--- src/rtl/channel_pkg.sv ---
// Shared constants and helpers for the buffered channel link.
package channel_pkg;

  localparam int XFER_W = 32;

  function automatic int cnt_width(input int depth);
    return $clog2(depth + 1);
  endfunction

endpackage

--- src/rtl/channel_if.sv ---
// Valid/data-acknowledge channel interfaces shared by all blocks on the link.
interface Channel #(parameter int N = 8);
  logic [N-1:0] d;
  logic         v;
  logic         a;

  modport snd (output d, output v, input a);
  modport rcv (input d, input v, output a);
endinterface

interface DatalessChannel;
  logic v;
  logic a;

  modport snd (output v, input a);
  modport rcv (input v, output a);
endinterface

--- src/rtl/channel_fifo.sv ---
// DEPTH-entry data FIFO; acknowledge depends only on occupancy, never on out_a.
module channel_fifo
  import channel_pkg::*;
#(
  parameter int N     = 8,
  parameter int DEPTH = 2
) (
  input  logic         clk,
  input  logic         reset,
  input  logic         in_v,
  input  logic [N-1:0] in_d,
  output logic         in_a,
  output logic         out_v,
  output logic [N-1:0] out_d,
  input  logic         out_a
);

  localparam int CW = cnt_width(DEPTH);
  localparam int PW = (DEPTH > 1) ? $clog2(DEPTH) : 1;

  logic [N-1:0]  mem [DEPTH];
  logic [CW-1:0] cnt_reg, cnt_next;
  logic [PW-1:0] wr_ptr_reg, wr_ptr_next;
  logic [PW-1:0] rd_ptr_reg, rd_ptr_next;
  logic          push, pop;

  function automatic logic [PW-1:0] ptr_inc(input logic [PW-1:0] p);
    return (p == PW'(DEPTH - 1)) ? '0 : p + PW'(1);
  endfunction

  // A full FIFO refuses input even when a pop happens this cycle.
  assign in_a  = reset && (cnt_reg != CW'(DEPTH));
  assign out_v = (cnt_reg != '0);
  assign out_d = mem[rd_ptr_reg];
  assign push  = in_v && in_a;
  assign pop   = out_v && out_a;

  always_comb begin
    wr_ptr_next = wr_ptr_reg;
    rd_ptr_next = rd_ptr_reg;
    cnt_next    = cnt_reg;
    if (push) wr_ptr_next = ptr_inc(wr_ptr_reg);
    if (pop)  rd_ptr_next = ptr_inc(rd_ptr_reg);
    if (push && !pop)
      cnt_next = cnt_reg + CW'(1);
    else if (!push && pop)
      cnt_next = cnt_reg - CW'(1);
  end

  always_ff @(posedge clk or negedge reset) begin
    if (!reset) begin
      cnt_reg    <= '0;
      wr_ptr_reg <= '0;
      rd_ptr_reg <= '0;
    end else begin
      cnt_reg    <= cnt_next;
      wr_ptr_reg <= wr_ptr_next;
      rd_ptr_reg <= rd_ptr_next;
    end
  end

  always_ff @(posedge clk) begin
    if (push) mem[wr_ptr_reg] <= in_d;
  end

endmodule

--- src/rtl/channel.sv ---
// Buffered link: one data channel through a FIFO plus one dataless token channel.
// CHANNEL_XFER_COUNT_EN enables the out-transfer counter; otherwise xfer_count is 0.
module channel
  import channel_pkg::*;
#(
  parameter int N     = 8,
  parameter int DEPTH = 2
) (
  input  logic              clk,
  input  logic              reset,
  Channel.rcv               in,
  Channel.snd               out,
  DatalessChannel.rcv       sync_in,
  DatalessChannel.snd       sync_out,
  output logic [XFER_W-1:0] xfer_count
);

  localparam int CW = cnt_width(DEPTH);

  channel_fifo #(
    .N     (N),
    .DEPTH (DEPTH)
  ) u_fifo (
    .clk   (clk),
    .reset (reset),
    .in_v  (in.v),
    .in_d  (in.d),
    .in_a  (in.a),
    .out_v (out.v),
    .out_d (out.d),
    .out_a (out.a)
  );

  // Sync path: tokens carry no payload, so a counter is the whole buffer.
  logic [CW-1:0] tok_reg, tok_next;
  logic          tok_push, tok_pop;

  assign sync_in.a  = reset && (tok_reg != CW'(DEPTH));
  assign sync_out.v = (tok_reg != '0);
  assign tok_push   = sync_in.v && sync_in.a;
  assign tok_pop    = sync_out.v && sync_out.a;

  always_comb begin
    tok_next = tok_reg;
    if (tok_push && !tok_pop)
      tok_next = tok_reg + CW'(1);
    else if (!tok_push && tok_pop)
      tok_next = tok_reg - CW'(1);
  end

  always_ff @(posedge clk or negedge reset) begin
    if (!reset) tok_reg <= '0;
    else        tok_reg <= tok_next;
  end

`ifdef CHANNEL_XFER_COUNT_EN
  logic              out_fire;
  logic [XFER_W-1:0] xfer_reg;

  assign out_fire = out.v && out.a;

  always_ff @(posedge clk or negedge reset) begin
    if (!reset)        xfer_reg <= '0;
    else if (out_fire) xfer_reg <= xfer_reg + XFER_W'(1);
  end

  assign xfer_count = xfer_reg;
`else
  assign xfer_count = '0;
`endif

endmodule

--- src/flat_wrapper.sv ---
// flat-port wrapper written by rule: the top's interface ports become plain ports
module channel_flat import channel_pkg::*;
#(
  parameter int N     = 8,
  parameter int DEPTH = 2
)
  (clk, reset, xfer_count, in_d, in_v, in_a, out_d, out_v, out_a, sync_in_v, sync_in_a, sync_out_v, sync_out_a);
  Channel #(.N(N)) in_i ();
  Channel #(.N(N)) out_i ();
  DatalessChannel sync_in_i ();
  DatalessChannel sync_out_i ();
  input  logic clk;
  input  logic reset;
  output logic [XFER_W-1:0] xfer_count;
  input wire logic [$bits(in_i.d)-1:0] in_d;
  input wire logic [$bits(in_i.v)-1:0] in_v;
  output wire logic [$bits(in_i.a)-1:0] in_a;
  output wire logic [$bits(out_i.d)-1:0] out_d;
  output wire logic [$bits(out_i.v)-1:0] out_v;
  input wire logic [$bits(out_i.a)-1:0] out_a;
  input wire logic [$bits(sync_in_i.v)-1:0] sync_in_v;
  output wire logic [$bits(sync_in_i.a)-1:0] sync_in_a;
  output wire logic [$bits(sync_out_i.v)-1:0] sync_out_v;
  input wire logic [$bits(sync_out_i.a)-1:0] sync_out_a;
  assign in_i.d = in_d;
  assign in_i.v = in_v;
  assign in_a = in_i.a;
  assign out_d = out_i.d;
  assign out_v = out_i.v;
  assign out_i.a = out_a;
  assign sync_in_i.v = sync_in_v;
  assign sync_in_a = sync_in_i.a;
  assign sync_out_v = sync_out_i.v;
  assign sync_out_i.a = sync_out_a;
  channel #(.N(N), .DEPTH(DEPTH)) u_core (.clk(clk), .reset(reset), .in(in_i), .out(out_i), .sync_in(sync_in_i), .sync_out(sync_out_i), .xfer_count(xfer_count));
endmodule
--- config.mk ---
export PLATFORM = sky130hd
export DESIGN_NAME = channel_flat
export DESIGN_NICKNAME = d
export VERILOG_FILES = /design/src/rtl/channel_pkg.sv /design/src/rtl/channel_if.sv /design/src/rtl/channel_fifo.sv /design/src/rtl/channel.sv /design/src/flat_wrapper.sv
export SDC_FILE = /design/constraint.sdc
export NUM_CORES = 1
export LEC_CHECK = 0
export BUFFER_PORTS_ARGS = -buffer_cell sky130_fd_sc_hd__buf_2
export CAP_MARGIN = 25
export CORE_MARGIN = 3
export CORE_UTILIZATION = 45
export DETAILED_ROUTE_END_ITERATION = 16
export GPL_TIMING_DRIVEN = 0
export PLACE_DENSITY = 0.78
export SLEW_MARGIN = 10
export SYNTH_ARGS = -nofsm -noshare
export SYNTH_HDL_FRONTEND = slang
export SYNTH_HIERARCHICAL = 1
export SYNTH_SLANG_ARGS = --single-unit
--- constraint.sdc ---
create_clock -name clk -period 1.5 [get_ports clk]
set_input_delay 0 -clock clk [delete_from_list [all_inputs] [get_ports clk]]
set_output_delay 0 -clock clk [all_outputs]
set_load 0.005 [all_outputs]
==> impl_metrics.ini <==
[status]
status = completed

[timing]
fin_crit_ns = 1.44
setup_viol = 0
slew_viol_final = 0
timing.final.ws_setup_ns = 0.0588
clock_skew_ns = 0.00301
hold_viol = 0
fmax_ghz = 0.694
layout_worst_path_cycle_share = 0.961
fin_hold_ws_ns = 0.0290

[worst_setup_path]
worstPathArrival_ns = 1.64
critPathRequiredTime_ns = 1.70
path_max_fanout = 3
cp-end-kind = flip-flop
start_kind = flip-flop
worstSetupPathType = flip-flop to flip-flop
slowest_stage = dfrtp_1
path_cells = or2_1 > nand2_2 > ha_2 > xor2_1 > nor2_1 > xor2_1
cp_common_cell = xor2_1
cp_slowest_stage_delay_ns = 0.45

[finish]
final_cell_count_no_fill = 189
drive_above_1_share = 0.534
nFillCells = 176
syn_to_final_growth_pct = 42.8
largest_reg_flops = 16
antennaDiodeCount = 0
nNetsFinal = 178

[clock_tree]
numCtsBuffers = 3
clock-sinks = 22
clkTransAtPathRegs_ns = 0.13
htree_levels = 1
cts_root_buffer = clkbuf_4
cts_buffer_depth = 2
clock_latency_ns = 0.30
cts_tree = yes

[floorplan]
die_w_um = 56.7
initial_core_util = 0.500
die_h_um = 56.7
die_area_mm2 = 0.00322
coreArea_mm2 = 0.00232
rows = 17
ios = 58

[power_and_ir_drop]
peakVddDrop_uv = 1060
total_power_mw = 2.21
p_per_area_mw_per_mm2 = 1340
p_leak_nw = 0.813

[routing]
drcViolationCount = 0
wire_per_inst_um = 11.0
finalWirelength_mm = 2.09
dr.first_iter.drc_count = 3
ant_nets = 0
drt-vias-per-instance = 3.91
first_pass_iters = 2
vias = 739

[flow_run]
cap_viol_max_count = 0

[synthesis]
synth.distinct_cells = 19
yosysWarnings = 6
synth_seq_cells = 22
synth_area_mm2 = 0.00116
synth_top_cell_by_area = edfxtp_1
yosysMostFrequentCell = buf_4
synth_edf_count = 16
yosys-top-cells-count = 32 x buf_4, 16 x edfxtp_1, 8 x mux2_2, 6 x dfrtp_1, 4 x xor2_1
syn_avg_cell_area_um2 = 13.2
synth_ff_type = edfxtp_1
async_flop_share = 0.273
synth.top_cell.area_share = 0.415
yosysSeqAreaShare = 0.544
synthCells = 88
synthTopCellsByArea = edfxtp_1 41%, buf_4 21%, dfrtp_1 13%

[placement]
dp_worst_setup_slack_ns = 0.0284
dpl.hpwl_mm = 1.58
placed_cells = 172
gp_congestion = 0.638
portBuffers = 25

[min_path]
hold_class = primary input to async pin

[global_route]
grt_pass1_vias = 726
overflow = 0
track_usage = 0.133
antenna_found_initial = 0
grt_max_degree = 14
grt_pass1_wl_mm = 3.30
power breakdown:
group          internal (mW)  switching, mW
combinational          0.492          0.354
clock                  0.270          0.183
sequential             0.806          0.105
total                   1.57          0.642
final cells by class:
cell class | instances | area, um^2 | share of cell area
sequential | 22 | 632 | 0.382
multi-input combinational | 63 | 435 | 0.263
timing repair buffer | 38 | 250 | 0.151
buffer | 33 | 245 | 0.148
tap | 28 | 35.0 | 0.0212
clock inverter | 1 | 30.0 | 0.0182
clock buffer | 3 | 22.5 | 0.0136
inverter | 1 | 3.75 | 0.00227
critical path, delay by kind of cell, from the launching register on:
kind                     cells  cell delay, ns
XOR/XNOR                     2            0.28
adder cells (fa/ha/maj)      1            0.17
flip-flops                   1            0.45
AND/OR/NAND/NOR              3            0.44
per-layer routing:
metal / part of all wire / track usage / vias to the layer above
met5: 0 / 0 / -
met4: 0 / 0.0298 / 0
met3: 0.077 / 0.0299 / 0
met2: 0.56 / 0.252 / 32
met1: 0.36 / 0.148 / 333
li1: - / - / 374
cells in the final DEF (no fill, tap or decap):
cell type | synthesis | layout
edfxtp_1 | 16 | 16
nor2_1 | 2 | 2
clkbuf_4 | 0 | 3
dlygate4sd3_1 | 0 | 10
xnor2_1 | 3 | 3
mux2_2 | 8 | 8
dfrtp_1 | 6 | 5
nand2b_4 | 0 | 1
buf_2 | 1 | 25
and2_4 | 0 | 1
conb_1 | 1 | 32
nand2_2 | 0 | 2
and2_2 | 0 | 1
a21boi_2 | 1 | 1
xor2_2 | 1 | 2
and2_1 | 3 | 1
and2b_2 | 0 | 1
dfrtp_2 | 0 | 1
and3_4 | 1 | 1
ha_2 | 0 | 1
bufinv_16 | 0 | 1
inv_1 | 1 | 1
xor2_1 | 4 | 3
ha_4 | 0 | 1
buf_4 | 32 | 36
or2_1 | 2 | 2
worst paths after layout:
kind | to | start | cells past startpoint | slack [ns]
min in group clk | u_core/tok_reg[0]$_DFFE_PN0P_ | sync_out_a | 4 | 0.09
worst min register to register | u_core/tok_reg[1]$_DFFE_PN0P_ | u_core/tok_reg[1]$_DFFE_PN0P_ | 1 | 0.52
max in group asynchronous | u_core/tok_reg[0]$_DFFE_PN0P_ | reset | 2 | 1.33
worst min-delay path | u_core/u_fifo/cnt_reg[1]$_DFFE_PN0P_ | reset | 2 | 0.03
worst max-delay path | u_core/u_fifo/cnt_reg[1]$_DFFE_PN0P_ | u_core/u_fifo/cnt_reg[1]$_DFFE_PN0P_ | 6 | 0.06
worst max register to register | u_core/u_fifo/cnt_reg[1]$_DFFE_PN0P_ | u_core/u_fifo/cnt_reg[1]$_DFFE_PN0P_ | 6 | 0.06
logic make-up (layout without fill, tap and decap cells):
kind of cell	after synthesis	count (layout)	synth area share
buf+inv	34	76	0.215
flops	22	22	0.544
simple gates	12	12	0.0616
xor+xnor	8	8	0.0670
mux	8	8	0.0778
fa+ha+maj	2	2	0.0216
other cells	1	32	0.00324
compound gates	1	1	0.00972
timing repair:
item,CTS,global route
hold endpoints to repair,23,0
resized for setup,1,12
setup buffers,0,3
cloned,0,0
pin swaps,0,9
hold buffers,10,0
endpoints found under the setup margin,3,10
stage by stage:
step            util  TNS (ns)  area, um^2
2_1_floorplan      -         0        1270
3_3_place_gp   0.619         0        1440
3_5_place_dp   0.619         0        1440
4_1_cts        0.685         0        1590
5_1_grt        0.713  -0.00328        1650
6_report       0.713         0        1650
Power figures use the tool's default switching activity.
